<file path="src/rtl/rv32i_mc_ctrl.sv">
// rv32i_mc_ctrl
//   Multicycle RV32I control FSM. One instruction in flight:
//   FETCH -> DECODE -> EXEC -> [MEM] -> [WB]. It drives the ALU op and the
//   datapath selects, and resolves conditional branches from the ALU flags.
//
// Ports
//   clk, rst_n          clock, synchronous active-low reset
//   instr[31:0]         instruction register, valid from DECODE onward
//   mem_ready           memory completes the current request this cycle
//   BrEq/BrLt/BrLtU     ALU compare flags (equal, signed less, unsigned less)
//   alu_src[3:0]        ALU op: 1 ADD 2 SUB 3 AND 4 OR 5 XOR 6 SLL 7 SRL
//                       8 SRA 9 SLT 10 SLTU
//   a_sel[1:0]          ALU A: 0 rs1, 1 PC, 2 OLDPC, 3 zero
//   b_sel[1:0]          ALU B: 0 rs2, 1 imm, 2 const 4
//   pc_write, pc_src    PC load strobe; source 0 ALU result, 1 alu_out reg
//   ir_write            latch fetched word into IR and PC into OLDPC
//   mem_req, mem_we     memory request / store qualifier
//   reg_write, wb_sel   register write strobe; source 0 alu_out, 1 mem, 2 PC
//   trap, trap_cause    sticky fault; cause 1 illegal instr, 2 mem timeout
//   retire              one-cycle pulse per completed instruction
//   dbg_state[2:0]      current FSM state
//
// Memory handshake: mem_req is held high (with stable address/we) for as
// long as the FSM waits; the transfer completes in the first cycle where
// mem_req and mem_ready are both high. mem_ready without mem_req is ignored.

module rv32i_mc_ctrl #(
    parameter int unsigned MEM_TIMEOUT = 255
) (
    input  logic        clk,
    input  logic        rst_n,
    input  logic [31:0] instr,
    input  logic        mem_ready,
    input  logic        BrEq,
    input  logic        BrLt,
    input  logic        BrLtU,
    output logic [3:0]  alu_src,
    output logic [1:0]  a_sel,
    output logic [1:0]  b_sel,
    output logic        pc_write,
    output logic        pc_src,
    output logic        ir_write,
    output logic        mem_req,
    output logic        mem_we,
    output logic        reg_write,
    output logic [1:0]  wb_sel,
    output logic        trap,
    output logic [1:0]  trap_cause,
    output logic        retire,
    output logic [2:0]  dbg_state
);

    localparam int CW = (MEM_TIMEOUT > 0) ? $clog2(MEM_TIMEOUT + 1) : 1;
    localparam logic [CW-1:0] TMO = CW'(MEM_TIMEOUT);

    localparam logic [6:0] OP_R      = 7'b0110011;
    localparam logic [6:0] OP_I      = 7'b0010011;
    localparam logic [6:0] OP_LOAD   = 7'b0000011;
    localparam logic [6:0] OP_STORE  = 7'b0100011;
    localparam logic [6:0] OP_BRANCH = 7'b1100011;
    localparam logic [6:0] OP_JAL    = 7'b1101111;
    localparam logic [6:0] OP_JALR   = 7'b1100111;
    localparam logic [6:0] OP_LUI    = 7'b0110111;
    localparam logic [6:0] OP_AUIPC  = 7'b0010111;

    localparam logic [3:0] ALU_ADD  = 4'd1;
    localparam logic [3:0] ALU_SUB  = 4'd2;
    localparam logic [3:0] ALU_AND  = 4'd3;
    localparam logic [3:0] ALU_OR   = 4'd4;
    localparam logic [3:0] ALU_XOR  = 4'd5;
    localparam logic [3:0] ALU_SLL  = 4'd6;
    localparam logic [3:0] ALU_SRL  = 4'd7;
    localparam logic [3:0] ALU_SRA  = 4'd8;
    localparam logic [3:0] ALU_SLT  = 4'd9;
    localparam logic [3:0] ALU_SLTU = 4'd10;

    typedef enum logic [2:0] {
        S_FETCH  = 3'd0,
        S_DECODE = 3'd1,
        S_EXEC   = 3'd2,
        S_MEM    = 3'd3,
        S_WB     = 3'd4,
        S_TRAP   = 3'd5
    } state_t;

    state_t        state, state_next;
    logic [CW-1:0] cnt;
    logic [1:0]    cause_r, cause_next;
    logic [3:0]    alu_fn;
    logic          legal, taken, timed_out;

    logic [6:0] opcode;
    logic [2:0] funct3;
    logic       f7b5;
    logic       unused_instr_bits;

    assign opcode = instr[6:0];
    assign funct3 = instr[14:12];
    assign f7b5   = instr[30];
    assign unused_instr_bits = ^{instr[31], instr[29:15], instr[11:7]};

    assign timed_out = (MEM_TIMEOUT != 0) && (cnt == TMO);

    // R-type and I-ALU share the funct3 map; only R-type has SUB, while
    // funct7[5] selects SRA for both register and immediate shifts.
    always_comb begin
        alu_fn = ALU_ADD;
        case (funct3)
            3'b000:  alu_fn = (opcode == OP_R && f7b5) ? ALU_SUB : ALU_ADD;
            3'b001:  alu_fn = ALU_SLL;
            3'b010:  alu_fn = ALU_SLT;
            3'b011:  alu_fn = ALU_SLTU;
            3'b100:  alu_fn = ALU_XOR;
            3'b101:  alu_fn = f7b5 ? ALU_SRA : ALU_SRL;
            3'b110:  alu_fn = ALU_OR;
            default: alu_fn = ALU_AND;
        endcase
    end

    always_comb begin
        legal = 1'b0;
        case (opcode)
            OP_R, OP_I, OP_LOAD, OP_STORE, OP_BRANCH,
            OP_JAL, OP_JALR, OP_LUI, OP_AUIPC: legal = 1'b1;
            default:                           legal = 1'b0;
        endcase
        // Branch funct3 010/011 are unallocated.
        if (opcode == OP_BRANCH && funct3[2:1] == 2'b01) legal = 1'b0;
    end

    always_comb begin
        taken = 1'b0;
        case (funct3)
            3'b000:  taken = BrEq;
            3'b001:  taken = !BrEq;
            3'b100:  taken = BrLt;
            3'b101:  taken = !BrLt;
            3'b110:  taken = BrLtU;
            3'b111:  taken = !BrLtU;
            default: taken = 1'b0;
        endcase
    end

    always_ff @(posedge clk) begin
        if (!rst_n) begin
            state   <= S_FETCH;
            cnt     <= '0;
            cause_r <= 2'd0;
        end else begin
            state <= state_next;
            if (state_next != state)
                cnt <= '0;
            else if (state == S_FETCH || state == S_MEM)
                cnt <= cnt + CW'(1);
            if (state_next == S_TRAP && state != S_TRAP)
                cause_r <= cause_next;
        end
    end

    always_comb begin
        state_next = state;
        cause_next = 2'd0;
        alu_src    = ALU_ADD;
        a_sel      = 2'd0;
        b_sel      = 2'd0;
        pc_write   = 1'b0;
        pc_src     = 1'b0;
        ir_write   = 1'b0;
        mem_req    = 1'b0;
        mem_we     = 1'b0;
        reg_write  = 1'b0;
        wb_sel     = 2'd0;
        retire     = 1'b0;

        case (state)
            S_FETCH: begin
                mem_req = 1'b1;
                a_sel   = 2'd1;
                b_sel   = 2'd2;
                // mem_ready beats a timeout landing on the same cycle.
                if (mem_ready) begin
                    ir_write   = 1'b1;
                    pc_write   = 1'b1;
                    state_next = S_DECODE;
                end else if (timed_out) begin
                    state_next = S_TRAP;
                    cause_next = 2'd2;
                end
            end
            S_DECODE: begin
                // Precompute OLDPC+imm so branch/JAL targets sit in alu_out.
                a_sel = 2'd2;
                b_sel = 2'd1;
                if (legal) begin
                    state_next = S_EXEC;
                end else begin
                    state_next = S_TRAP;
                    cause_next = 2'd1;
                end
            end
            S_EXEC: begin
                case (opcode)
                    OP_R: begin
                        alu_src    = alu_fn;
                        state_next = S_WB;
                    end
                    OP_I: begin
                        alu_src    = alu_fn;
                        b_sel      = 2'd1;
                        state_next = S_WB;
                    end
                    OP_LUI: begin
                        a_sel      = 2'd3;
                        b_sel      = 2'd1;
                        state_next = S_WB;
                    end
                    OP_AUIPC: begin
                        a_sel      = 2'd2;
                        b_sel      = 2'd1;
                        state_next = S_WB;
                    end
                    OP_LOAD, OP_STORE: begin
                        b_sel      = 2'd1;
                        state_next = S_MEM;
                    end
                    OP_BRANCH: begin
                        alu_src    = ALU_SUB;
                        pc_write   = taken;
                        pc_src     = taken;
                        retire     = 1'b1;
                        state_next = S_FETCH;
                    end
                    OP_JAL: begin
                        // PC still holds the return address this cycle.
                        pc_write   = 1'b1;
                        pc_src     = 1'b1;
                        reg_write  = 1'b1;
                        wb_sel     = 2'd2;
                        retire     = 1'b1;
                        state_next = S_FETCH;
                    end
                    OP_JALR: begin
                        b_sel      = 2'd1;
                        pc_write   = 1'b1;
                        reg_write  = 1'b1;
                        wb_sel     = 2'd2;
                        retire     = 1'b1;
                        state_next = S_FETCH;
                    end
                    default: begin
                        state_next = S_TRAP;
                        cause_next = 2'd1;
                    end
                endcase
            end
            S_MEM: begin
                mem_req = 1'b1;
                mem_we  = (opcode == OP_STORE);
                b_sel   = 2'd1;
                if (mem_ready) begin
                    if (opcode == OP_STORE) begin
                        retire     = 1'b1;
                        state_next = S_FETCH;
                    end else begin
                        state_next = S_WB;
                    end
                end else if (timed_out) begin
                    state_next = S_TRAP;
                    cause_next = 2'd2;
                end
            end
            S_WB: begin
                reg_write  = 1'b1;
                wb_sel     = (opcode == OP_LOAD) ? 2'd1 : 2'd0;
                retire     = 1'b1;
                state_next = S_FETCH;
            end
            S_TRAP: begin
                state_next = S_TRAP;
            end
            default: begin
                state_next = S_FETCH;
            end
        endcase

        // Nothing may write while reset is asserted, whatever the state.
        if (!rst_n) begin
            pc_write  = 1'b0;
            ir_write  = 1'b0;
            mem_req   = 1'b0;
            mem_we    = 1'b0;
            reg_write = 1'b0;
            retire    = 1'b0;
        end
    end

    assign trap       = (state == S_TRAP);
    assign trap_cause = cause_r;
    assign dbg_state  = state;

endmodule

</file>
<file path="config.mk">
export PLATFORM = sky130hd
export DESIGN_NAME = rv32i_mc_ctrl
export DESIGN_NICKNAME = d
export VERILOG_FILES = /design/src/rtl/rv32i_mc_ctrl.sv
export SDC_FILE = /design/constraint.sdc
export NUM_CORES = 1
export LEC_CHECK = 0
export ABC_CLOCK_PERIOD_IN_PS = 2300
export CORE_MARGIN = 2
export CORE_UTILIZATION = 40
export CTS_CLUSTER_DIAMETER = 60
export DETAILED_ROUTE_END_ITERATION = 12
export PLACE_DENSITY = 0.81
export SETUP_SLACK_MARGIN = 0.1
export SLEW_MARGIN = 40
export SYNTH_ARGS = -nofsm -noshare
export SYNTH_HDL_FRONTEND = slang
export SYNTH_SLANG_ARGS = --single-unit
export TNS_END_PERCENT = 5
</file>
<file path="constraint.sdc">
create_clock -name clk -period 2.3 [get_ports clk]
set_clock_uncertainty 0.2 [all_clocks]
set_input_delay 0.23 -clock clk [delete_from_list [all_inputs] [get_ports clk]]
set_output_delay 0.23 -clock clk [all_outputs]
set_load 0.02 [all_outputs]
</file>
After elaboration in Yosys (flattened, before gate mapping)
Cells that the tools add are included.

storage, ports and cells
  register bits = 13
  input bits = 38
  output and inout port bits = 23
  word-level logic and storage cells = 97

operators by class
  $add $sub $neg = 1
  eq/ne operators = 26
  multiplexer cells = 47
  bitwise logic cells = 1
  reductions and logical operators = 19

operators with widths
  kind                   count
  $pmux W4 S7            1
  $eq A3 B3 Y1 const B   7
  $eq A7 B6 Y1 const B   3
  $eq A7 B7 Y1 const B   3
  $mux W1                21
  $pmux W2 S3            3
  $mux W3                5
  $pmux W3 S5            1
  $eq A7 B5 Y1 const B   2
  $eq A3 B2 Y1 const B   4
  $reduce_or A2 Y1       6
  $pmux W3 S3            1
  $reduce_or A9 Y1       1
  $add A8 B1 Y8 const B  1
  $eq A8 B8 Y1 const B   1
  $mux W2                4
  $mux W4                2
  $pmux W1 S2            4
  $pmux W2 S2            2
  $pmux W4 S2            1
  $eq A7 B2 Y1 const B   1
  $eq A3 B1 Y1 const B   2
  $logic_not A3 Y1       2
  $pmux W1 S6            1
  other kinds (11)       15

Logic depth before layout (Yosys ltp)
  word-level depth = 8
  depth in mapped cells = 6
  mapped depth without buffers = 6

Worst setup path before layout
No wires, ideal clock.

  path type = reg-to-output
  start = register state[1] (netlist: dbg_state[1])
  end = output retire
  arrival = 1.798 ns
  data required time = 1.870 ns
  slack = 0.072 ns
  stages on the path, launching flop included = 6
  buffers on the path = 0
  path through = dfxtp_1 > clkinv_1 > nor2_1 > and4_1 > a31oi_1 > a31oi_1

between the ends
  longest elaborated chain between the ends = 3
  elaborated cells between the ends (all ways) = 5
  those cells by class = eq/ne: 3; mux: 2

RTL lines
  what                                          RTL line  source
  from (decl)                                   86        state_t state, state_next;
  from (signal assigned)                        150       state <= state_next;
  $eq A3 B3 Y1 or $eq A3 B2 Y1 (tied branches)  175       case (state)
  $pmux W1 S3 (*)                               175
  $mux W1 (*)                                   287       if (!rst_n) begin
  to (decl)                                     49        output logic retire,

Mark *: on every way between the ends. The rest lies on a longest branch, timed or not.

Worst setup path after layout
  start = input instr[4]
  end = output wb_sel[0]

between the ends
  longest elaborated chain between the ends = 3

RTL lines
  what          RTL line  source
  from (decl)   32        input logic [31:0] instr,
  $eq A7 B2 Y1  274       wb_sel = (opcode == OP_LOAD) ? 2'd1 : 2'd0;
  $mux W1       274
  $pmux W2 S2   175
  to (decl)     46        output logic [1:0] wb_sel,

No other way between the ends.

==> reports/metrics.cfg <==
[run_status]
run_status = finished clean

[detailed_routing]
firstDrtPassIters = 4
finalWirelength_um = 3860
drc = 0
drt_first_iter_violations = 74
wire_per_inst_um = 14.8
vias = 1516
ant_nets = 0
routed_via_density = 5.81

[die]
die_h_um = 58.4
core-area_um2 = 2780
dieArea_um2 = 3410
start_util_pct = 42.5
die_width_um = 58.4
num_rows = 19
ios = 61

[sta]
rsz0062_at_grt = true
hold_viol = 0
maxSlewHeadroom_pct = 69.4
tns_ps = 0
fin_crit_ps = 2220
drv_slew = 0
max_freq_mhz = 450
period_share_pct = 96.5
timing.final.ws_setup_ps = 79.8
worst_slew_pin_slew_ps = 459
finalSetupViolCount = 0

[setup_path]
crit_top_cell = buf_4
slowest_delay_ps = 420
crit_path_end_kind = primary output
critPathBufInv = 4
worst_ep_required_time_ps = 1870
crit_arrival_ps = 1790
worst_setup_path_start_kind = input pin
cp_cell_sequence = clkdlybuf4s50_1 > buf_4 > nor2_1 > buf_4 > nand2_1 > nor4_1 > dlygate4sd2_1
slowest_stage = clkdlybuf4s50_1
crit_family = buffers and inverters
r2r_slack_ps = 200
crit_fanout = 5
critPathKind = in -> out

[finish]
multi_input_area_um2 = 887
diodes = 0
final_layout_size_suffix_gt1_share_pct = 25.2
syn2layout_area_growth_pct = 55.9
fillerInstances = 246
seq_area_um2 = 260
nets = 270

[power]
p_leak_nw = 0.757
power_density_nw_per_um2 = 645
peakVddDrop_mv = 0.564

[synth]
syn-instance-count = 161
synth_edf_count = 0
synth_area_leaders = dfxtp_1 (22%), nor2_1 (7.0%), xnor2_1 (5.2%)
ys_seq_area_share_pct = 22.0
synthesis.area_um2 = 1180
ys_warn_count = 0
synth.most_common_cell = nor2_1
synth_common_cells = nor2_1 (22), dfxtp_1 (13), nand2_1 (12)
synth-seq-cells = 13
synthDistinctLibCells = 46
syn-num-nets = 200
synth_flop_cell = dfxtp_1
avgSynthCellArea_um2 = 7.34
async_flop_share_pct = 0
synth.largest_area_cell = dfxtp_1
netlist.area_leader.share_pct = 22.0

[global_route]
antenna_found_initial = 0
globalRouteOverflowTotal = 0
grt_pass1_vias = 1532
grt_pass1_wl_um = 6460
grtUsageTotal_pct = 23.8
grt_max_degree = 21

[clocking]
cts_tree = yes
cts_buffers = 3
clockBufferDepth = 2
cts_root_buf = clkbuf_4
clk_latency_ps = 280
ctsHoldBuffers = 0
cts.sink_count = 13
ctsHtreeMaxLevel = 1
clk_pin_slew_ps = 80
cts_setup_buffers = 0

[run]
cap_violations = 0

[place]
io_buffers = 39
dpl.hpwl_um = 3050
place_ws_ps = -466
gp_congestion = 0.887

[worst_hold_path]
hold_path.class = reg -> reg

==> worst min-delay path, stage by stage, from the launching register on <==
cell and delay (ps):
dfxtp_1 310, nand2_1 50, o32ai_1 70
==> timing repair <==
item / 4_1_cts / 5_1_grt
pin swaps: 2 / 0
gates resized for setup: 41 / 6
endpoints found under the setup margin: 29 / 26
hold endpoints to repair: 0 / 0
==> layout make-up <==
cell class                      instances  share of cell area [%]
Tap cell                               31                    2.10
Timing Repair Buffer                   74                    33.4
Clock buffer                            4                    1.43
Multi-Input combinational cell        135                    48.1
Inverter                                4                   0.815
Sequential cell                        13                    14.1
==> metal layers <==
layer,routed length [um],track usage (%),vias to the layer above
met4,79,9.97,0
met3,220,1.10,8
met2,1930,43.3,55
met1,1630,28.9,710
met5,0,0,-
li1,-,-,743
==> through the flow <==
stage	cells	power [mW]	hold slack (ps)	utilization [%]	area [um^2]
after global routing	261	1.26	323	66.3	1840
after detailed placement	257	1.08	273	66.2	1840
after floorplan	161	0.720	147	-	1190
after global placement	257	1.06	262	66.2	1840
after CTS	261	1.19	285	66.6	1850
final	261	1.19	279	66.3	1840
==> cells in the final DEF (no fill, tap or decap), types with 4 or more instances in the layout <==
master and n:
nand3_1 4, clkdlybuf4s50_1 19, a21oi_1 10, xnor2_1 7, nand2_1 12, buf_4 36, dlygate4sd2_1 11, nor3_1 5
nand3b_1 4, and3_1 4, nand4_1 5, o21ai_0 9, dfxtp_1 13, nand2b_1 6, nor2_1 21
==> where the power goes <==
part           leakage, nW  switching (mW)  internal [mW]
Combinational        0.636           0.436          0.332
Clock               0.0150          0.0716         0.0673
Sequential           0.106          0.0211          0.260
Total                0.757           0.529          0.660
==> path summary, 6_finish.rpt <==
kind / to / cells after the start / start
worst max-delay path: wb_sel[0] / 7 / instr[4]
worst min-delay path: trap_cause[1]$_SDFFE_PN0P_ / 2 / trap_cause[1]$_SDFFE_PN0P_
worst max register to register: cnt[3]$_SDFFE_PP0N_ / 6 / cnt[0]$_SDFFE_PP0N_
worst min register to register: trap_cause[1]$_SDFFE_PN0P_ / 2 / trap_cause[1]$_SDFFE_PN0P_
==> logic make-up (layout without fill, tap and decap cells) <==
| kind of cell | after synthesis | after routing | synth area share (%) |
|---|---|---|---|
| flops | 13 | 13 | 22.0 |
| simple gates | 79 | 79 | 35.7 |
| buf+inv | 13 | 82 | 4.66 |
| mux | 2 | 2 | 1.69 |
| xor+xnor | 10 | 10 | 7.41 |
| compound gates | 43 | 43 | 27.5 |
| fa+ha+maj | 1 | 1 | 1.06 |
==> state kept, by name, indices dropped and copies added (netlist names) <==
name,flops
dbg_state,3
cnt,8
trap_cause,2
(Power assumes the default switching activity.)
